File: src/rtl/pipe_pkg.sv
// Shared definitions for the pipeline skid-register stage family.
// Holds the occupancy state encoding and the default NOP instruction word
// used when building payload reset values at instantiation sites.
package pipe_pkg;

  // Width of the occupancy state register, which doubles as the occupancy count.
  localparam int STATE_W = 2;

  // Occupancy states; the numeric value equals the number of held entries.
  localparam logic [STATE_W-1:0] ST_EMPTY = 2'd0;
  localparam logic [STATE_W-1:0] ST_ONE   = 2'd1;
  localparam logic [STATE_W-1:0] ST_TWO   = 2'd2;

  // Default instruction encoding for a bubble; an IF/ID instance can build
  // its NOP_VAL as {pc_reset, INST_NOP}.
  localparam logic [31:0] INST_NOP = 32'h0;

endpackage : pipe_pkg

File: src/rtl/pipe_skid_reg.sv
// Parametrised pipeline stage register with a 2-entry skid buffer.
// Upstream and downstream use valid/ready handshakes. in_ready depends only
// on registered state, so there is no combinational path from out_ready to
// in_ready, yet one entry per cycle can stream through when downstream is
// ready. freeze stalls the downstream transfer; flush discards all held
// entries and the current input, leaving a bubble.
module pipe_skid_reg
  import pipe_pkg::*;
#(
  parameter int                DATA_W  = 64,
  parameter logic [DATA_W-1:0] NOP_VAL = {DATA_W{1'b0}}
) (
  input  logic              clk,
  input  logic              rst,
  input  logic              freeze,
  input  logic              flush,
  input  logic              in_valid,
  input  logic [DATA_W-1:0] in_data,
  output logic              in_ready,
  output logic              out_valid,
  output logic [DATA_W-1:0] out_data,
  input  logic              out_ready,
  output logic [1:0]        occupancy
);

  logic [STATE_W-1:0] state_q;
  logic [STATE_W-1:0] state_d;
  logic [DATA_W-1:0]  main_q;
  logic [DATA_W-1:0]  main_d;
  logic [DATA_W-1:0]  skid_q;
  logic [DATA_W-1:0]  skid_d;

  logic in_fire;
  logic out_fire;

  // Outputs come straight from registered state: the head entry drives
  // out_data, and readiness reflects whether the skid slot is still free.
  assign out_valid = (state_q != ST_EMPTY);
  assign in_ready  = (state_q != ST_TWO);
  assign occupancy = state_q;
  assign out_data  = main_q;

  // A downstream transfer needs the stage not frozen in addition to the handshake.
  assign in_fire  = in_valid & in_ready;
  assign out_fire = out_valid & out_ready & ~freeze;

  // Next-state and payload selection for the handshake case; flush and
  // reset override this result in the register block below.
  always_comb begin
    state_d = state_q;
    main_d  = main_q;
    skid_d  = skid_q;
    case (state_q)
      ST_EMPTY: begin
        if (in_fire) begin
          state_d = ST_ONE;
          main_d  = in_data;
        end
      end
      ST_ONE: begin
        if (in_fire && out_fire) begin
          main_d = in_data;
        end else if (in_fire) begin
          state_d = ST_TWO;
          skid_d  = in_data;
        end else if (out_fire) begin
          state_d = ST_EMPTY;
          main_d  = NOP_VAL;
        end
      end
      ST_TWO: begin
        // in_ready is low here, so only the drain side can move.
        if (out_fire) begin
          state_d = ST_ONE;
          main_d  = skid_q;
          skid_d  = NOP_VAL;
        end
      end
      default: begin
        // Unreachable encoding: fall back to an empty, clean stage.
        state_d = ST_EMPTY;
        main_d  = NOP_VAL;
        skid_d  = NOP_VAL;
      end
    endcase
  end

  // State registers with reset taking priority over flush, and flush over the handshake.
  always_ff @(posedge clk) begin
    if (rst || flush) begin
      state_q <= ST_EMPTY;
      main_q  <= NOP_VAL;
      skid_q  <= NOP_VAL;
    end else begin
      state_q <= state_d;
      main_q  <= main_d;
      skid_q  <= skid_d;
    end
  end

endmodule : pipe_skid_reg

File: config.mk
export PLATFORM = sky130hd
export DESIGN_NAME = pipe_skid_reg
export DESIGN_NICKNAME = d
export VERILOG_FILES = /design/src/rtl/pipe_pkg.sv /design/src/rtl/pipe_skid_reg.sv
export SDC_FILE = /design/constraint.sdc
export NUM_CORES = 1
export LEC_CHECK = 0
export ABC_CLOCK_PERIOD_IN_PS = 1970
export CAP_MARGIN = 20
export CORE_ASPECT_RATIO = 1.25
export CORE_MARGIN = 8
export CORE_UTILIZATION = 52
export DETAILED_ROUTE_END_ITERATION = 8
export GPL_ROUTABILITY_DRIVEN = 0
export PLACE_DENSITY_LB_ADDON = 0.15
export REMOVE_ABC_BUFFERS = 1
export SLEW_MARGIN = 20
export SYNTH_ARGS = -nofsm -noshare
export SYNTH_HDL_FRONTEND = slang
export SYNTH_SLANG_ARGS = --single-unit
File: constraint.sdc
create_clock -name clk -period 1.97 [get_ports clk]
set_clock_uncertainty 0.1 [all_clocks]
set_input_delay 0.591 -clock clk [delete_from_list [all_inputs] [get_ports clk]]
set_output_delay 0.591 -clock clk [all_outputs]
set_load 0.05 [all_outputs]
==> impl_metrics.env, run 1 <==
export IMPL_antenna_cells=0
export IMPL_grt_usage=0.243
export IMPL_grt_pass1_vias=6301
export IMPL_initial_core_util=0.527
export IMPL_setup_tns_final_ps=0
export IMPL_synth_top_area_share=0.392
export IMPL_rsz0062_at_grt="yes"
export IMPL_hold_class="reg2reg"
export IMPL_cp_arrival_ps=2190
export IMPL_finalSetupViolCount=0
export IMPL_path_class="in2reg"
export IMPL_clk_pin_slew_worst_paths_ps=60
export IMPL_ys_types=35
export IMPL_detail_route_antenna_nets=0
export IMPL_async_reset_ff_frac=0
export IMPL_grt_max_degree=50
export IMPL_worst_hold_slack_ps=369
export IMPL_grt_pass1_wl_um=32100
export IMPL_area_delta_synth_final_pct=33.3
export IMPL_power_density_nw_per_um2=769
export IMPL_final_cells=1051
export IMPL_drive_above_1_share=0.189
export IMPL_placed_cells=1003
export IMPL_layout_common_cells="128 x dfxtp_1, 126 x a21oi_1, 88 x buf_4"
export IMPL_syn_area_um2=6650
export IMPL_antenna_found_initial=0
export IMPL_cts_buffers=17
export IMPL_yosys_warnings=0
export IMPL_overflow=0
export IMPL_outcome="completed"
export IMPL_yosysSeqAreaShare=0.392
export IMPL_hpwl_um=11700
export IMPL_yosys_top_cells_area="dfxtp_1 39%, mux2i_1 9.9%, a21oi_1 9.5%"
export IMPL_wire_per_inst_um=19.3
export IMPL_vias_per_cell=6.11
export IMPL_core_area_um2=12600
export IMPL_drc=0
export IMPL_port_buffers=137
export IMPL_drv_cap=0
export IMPL_postSynthCellCount=757
export IMPL_crit_path_end_kind="flip-flop"
export IMPL_die_h_um=142
export IMPL_setup_slack_ps=19.3
export IMPL_required_ps=2210
export IMPL_cp_start_kind="input port"
export IMPL_ctsHtreeMaxLevel=4
export IMPL_cts_num_sinks=130
export IMPL_fmax_mhz=513
export IMPL_rows=46
export IMPL_finalHoldViolCount=0
export IMPL_tightest_slew_ps=653
export IMPL_dr_pass1_iters=5
export IMPL_synth_edf_count=0
export IMPL_stdcell_area_um2=8860
export IMPL_synth_top_cell_by_area="dfxtp_1"
export IMPL_avgSynthCellArea_um2=8.78
export IMPL_ys_flop_type="dfxtp_1"
export IMPL_slew_viol_final=0
export IMPL_finalCritPeriodShare=0.990
export IMPL_fp_dieArea_um2=16700
export IMPL_slew_headroom=0.564
export IMPL_period_needed_ps=1950
export IMPL_cts_path_max_buffers=2
export IMPL_synth_seq_cells=130
export IMPL_dpl_cell_area_um2=7980
export IMPL_p_leak_nw=2.98
export IMPL_die_w_um=117
export IMPL_wl_um=20300
export IMPL_cts_tree="done"
export IMPL_insertion_delay_ps=410
export IMPL_ir_worst_vdd_uv=528
export IMPL_cts_hold_buf=0
export IMPL_fin_nets=940
export IMPL_clockRootBuffer="clkbuf_16"
export IMPL_vias=6425
export IMPL_critPathMaxFanout=24
export IMPL_drt_iter0_markers=524
export IMPL_dpl_worst_slack_ps=-533
export IMPL_layout_commonest_cell="dfxtp_1"
export IMPL_io_pin_count=138
==> cell type report <==
cell class / instances / area (µm²)
Clock inverter: 9 / 55.1
Fill cell: 987 / 3740
Tap cell: 168 / 210
Sequential cell: 130 / 2610
Clock buffer: 23 / 488
Multi-Input combinational cell: 536 / 3550
Timing Repair Buffer: 185 / 1950
==> critical path, cell delays in order <==
cell and delay (ps):
clkdlybuf4s50_1 510, nor2b_1 210, a211oi_4 280, bufbuf_16 380, o21ai_1 90, a21oi_1 130
==> cells in the mapped netlist (2+ instances only) <==
| cell | n |
|---|---|
| o21ai_2 | 2 |
| mux2i_1 | 66 |
| nand4b_1 | 64 |
| dfxtp_1 | 130 |
| a21oi_1 | 126 |
| o21ai_1 | 58 |
| and4bb_2 | 2 |
| nand2_1 | 62 |
| buf_2 | 20 |
| dlygate4sd1_1 | 2 |
| buf_6 | 15 |
| nor2b_1 | 3 |
| o2bb2ai_1 | 64 |
| buf_4 | 8 |
| buf_1 | 10 |
| clkbuf_4 | 2 |
| nand2_2 | 2 |
| o21ai_0 | 68 |
| clkbuf_1 | 35 |
| a21oi_2 | 2 |
| or2_2 | 2 |
==> per-stage QoR <==
stage               power, W   util
detailed placement   0.00387  0.633
global route         0.00705  0.703
global placement     0.00384  0.631
floorplan            0.00338      -
finish               0.00682  0.703
CTS                  0.00684  0.700
==> per-layer routing <==
| metal | global-route usage | vias up | share of wire |
|---|---|---|---|
| met5 | 0 | - | 0 |
| met4 | 0.0689 | 0 | 0.010 |
| met3 | 0.0569 | 16 | 0.066 |
| met2 | 0.406 | 210 | 0.51 |
| met1 | 0.301 | 3151 | 0.42 |
| li1 | - | 3048 | - |
==> power by group <==
group	switching, W	internal [W]	total, W	leakage, nW
Clock	0.00114	0.00173	0.00287	0.269
Combinational	0.000724	0.000496	0.00122	1.65
Sequential	0.0000338	0.00269	0.00272	1.05
==> kinds of logic after synthesis <==
logic type / count (synthesis) / share of synthesized area
mux: 66 / 0.0994
flops: 130 / 0.392
buf+inv: 92 / 0.0798
compound gates: 324 / 0.287
simple gates: 145 / 0.142
==> repair_timing <==
| action | 4_1_cts | 5_1_grt |
|---|---|---|
| endpoints found under the setup margin | 127 | 23 |
| resized for setup | 16 | 0 |
| pin swaps | 4 | 0 |
| gates cloned | 9 | 0 |
| setup buffers | 4 | 3 |
| hold endpoints to repair | 0 | 0 |
==> registers in the layout, summed over array words and instances, names as in the netlist <==
register,flops
out_data,64
skid_q,64
occupancy,2
==> worst paths after layout <==
check / end / from / slack, ps / cells after the start
max: out_data[23] / in_valid / 20 / 6
min: out_data[9] / out_data[9] / 370 / 2
max reg2reg: out_data[23] / occupancy[0] / 220 / 6
min reg2reg: out_data[9] / out_data[9] / 370 / 2
Power figures use the tool's default switching activity.
==> run 2, diff against run 1 <==
--- a/config.mk
+++ b/config.mk
@@ -6,7 +6,6 @@
 export NUM_CORES = 1
 export LEC_CHECK = 0
 export ABC_CLOCK_PERIOD_IN_PS = 1970
-export CAP_MARGIN = 20
 export CORE_ASPECT_RATIO = 1.25
 export CORE_MARGIN = 8
 export CORE_UTILIZATION = 52
==> results of run 2 <==
Final layout, timing and power as in run 1 (identical DEF).
==> RTL change: new RTL, settings of run 1 <==
The parameter `DATA_W` goes from 64 to 32.
--- a/src/rtl/pipe_skid_reg.sv
+++ b/src/rtl/pipe_skid_reg.sv
@@ -8,5 +8,5 @@
   import pipe_pkg::*;
 #(
-  parameter int                DATA_W  = 64,
+  parameter int                DATA_W  = 32,
   parameter logic [DATA_W-1:0] NOP_VAL = {DATA_W{1'b0}}
 ) (
Interface: changed (resized in_data and out_data); port bits go from 138 to 74. The function was not compared with the original's and may differ.
==> RTL change against run 1 <==
Worst setup slack worse by 0.0086 ns. Area after synthesis is 49% lower. Register-to-register slack better by 0.02 ns. Clock power is 53% lower. Sequential cell count is 64 lower. Critical path depth is 1 higher. Cell area is 48% lower. Power is 51% lower. Routed wire length is 53% lower. Sequential power is 49% lower. Critical path type unchanged. Critical endpoint is now out_data[20]. Largest cell class unchanged. Largest power group is now registers. Highest routed layer unchanged.
==> RTL change: results <==
{
  "antenna_found_initial": 0,
  "pg_comb_uw": 629,
  "min_from": "out_data[31]",
  "outcome": "finished, final reports clean",
  "hold_depth": 2,
  "drt_iter0_drc": 179,
  "r2r-end": "out_data[20]",
  "nFillCells": 541,
  "grt_max_degree": 55,
  "r2r_setup_slack_ns": 0.24,
  "clk_pin_slew_ns": 0.07,
  "seq_area_frac_synth_pct": 39.1,
  "holdWs_ns": 0.374,
  "place_ws_ns": -0.351,
  "antenna_cells": 0,
  "fin_area_um2": 4590,
  "ys_types": 29,
  "gr-usage-all-layers_pct": 20.2,
  "clock_latency_ns": 0.33,
  "rr_worst_depth": 7,
  "io_buffers": 73,
  "crit_fanout": 12,
  "fin_nets": 494,
  "syn_avg_cell_area_um2": 8.61,
  "worstMarginPinSlew_ns": 0.329,
  "yosys-top-cells-area": "dfxtp_1 (39%), mux2i_1 (10%), a21oi_1 (9.6%), nand4b_1 (8.3%), o2bb2ai_1 (8.3%)",
  "totalWireLength_mm": 9.65,
  "wire_per_inst_um": 17.6,
  "intPower_mw": 2.44,
  "cts-root-buf": "clkbuf_8",
  "crit_arrival_ns": 2.07,
  "powerClk_mw": 1.34,
  "synth_top_cells_by_count": "dfxtp_1 (66), a21oi_1 (65), o21ai_0 (49)",
  "drt-pass1-iter-count": 4,
  "routed-via-count": 3292,
  "leakagePower_nw": 1.55,
  "crit_slowest_cell": "clkdlybuf4s50_1",
  "place_inst": 529,
  "drive_gt1_share_pct": 20.2,
  "cp_slowest_stage_delay_ns": 0.55,
  "power_density_nw_per_um2": 729,
  "clk_path_buf_depth": 2,
  "muxShareOfSynthArea_pct": 10.1,
  "cts_buffers": 9,
  "grt_pass1_wl_mm": 15.5,
  "dp_hpwl_mm": 5.83,
  "htreeDepth": 3,
  "worst_hold_path.endpoint": "out_data[31]",
  "fin_crit_sh_pct": 99.5,
  "dpl_cell_area_um2": 4270,
  "worst_ir_drop_vdd_mv": 0.465,
  "cp-end-kind": "register",
  "cp-startpoint": "out_ready",
  "synth-compound-area-share_pct": 28.3
}
RTL change: cell count changes after synthesis, moves of 6 or more:
cell,change
o21ai_1,-43
buf_6,-13
nand2_1,-30
buf_1,-6
clkbuf_1,-13
o2bb2ai_1,-32
o21ai_0,-19
dfxtp_1,-64
nand4b_1,-32
a21oi_1,-61
buf_2,-10
mux2i_1,-32
RTL change: routing by layer:
metal	GRT usage, %	part of all wire [%]
met5	0	0
met4	9.58	1.6
met3	3.86	5.2
met2	34.1	50
met1	23.9	43
RTL change: repair_timing:
item | in CTS | in global routing
hold buffers | 0 | 0
pin swaps | 0 | 1
setup endpoints to repair | 1 | 40
resized for setup | 0 | 12
setup buffers | 0 | 2
gates cloned | 0 | 1
RTL change: final cells by class:
| cell class | count | share of cell area, % |
|---|---|---|
| Clock inverter | 4 | 1.58 |
| Multi-Input combinational cell | 279 | 40.7 |
| Timing Repair Buffer | 100 | 22.8 |
| Clock buffer | 12 | 3.59 |
| Tap cell | 87 | 2.37 |
| Sequential cell | 66 | 28.9 |
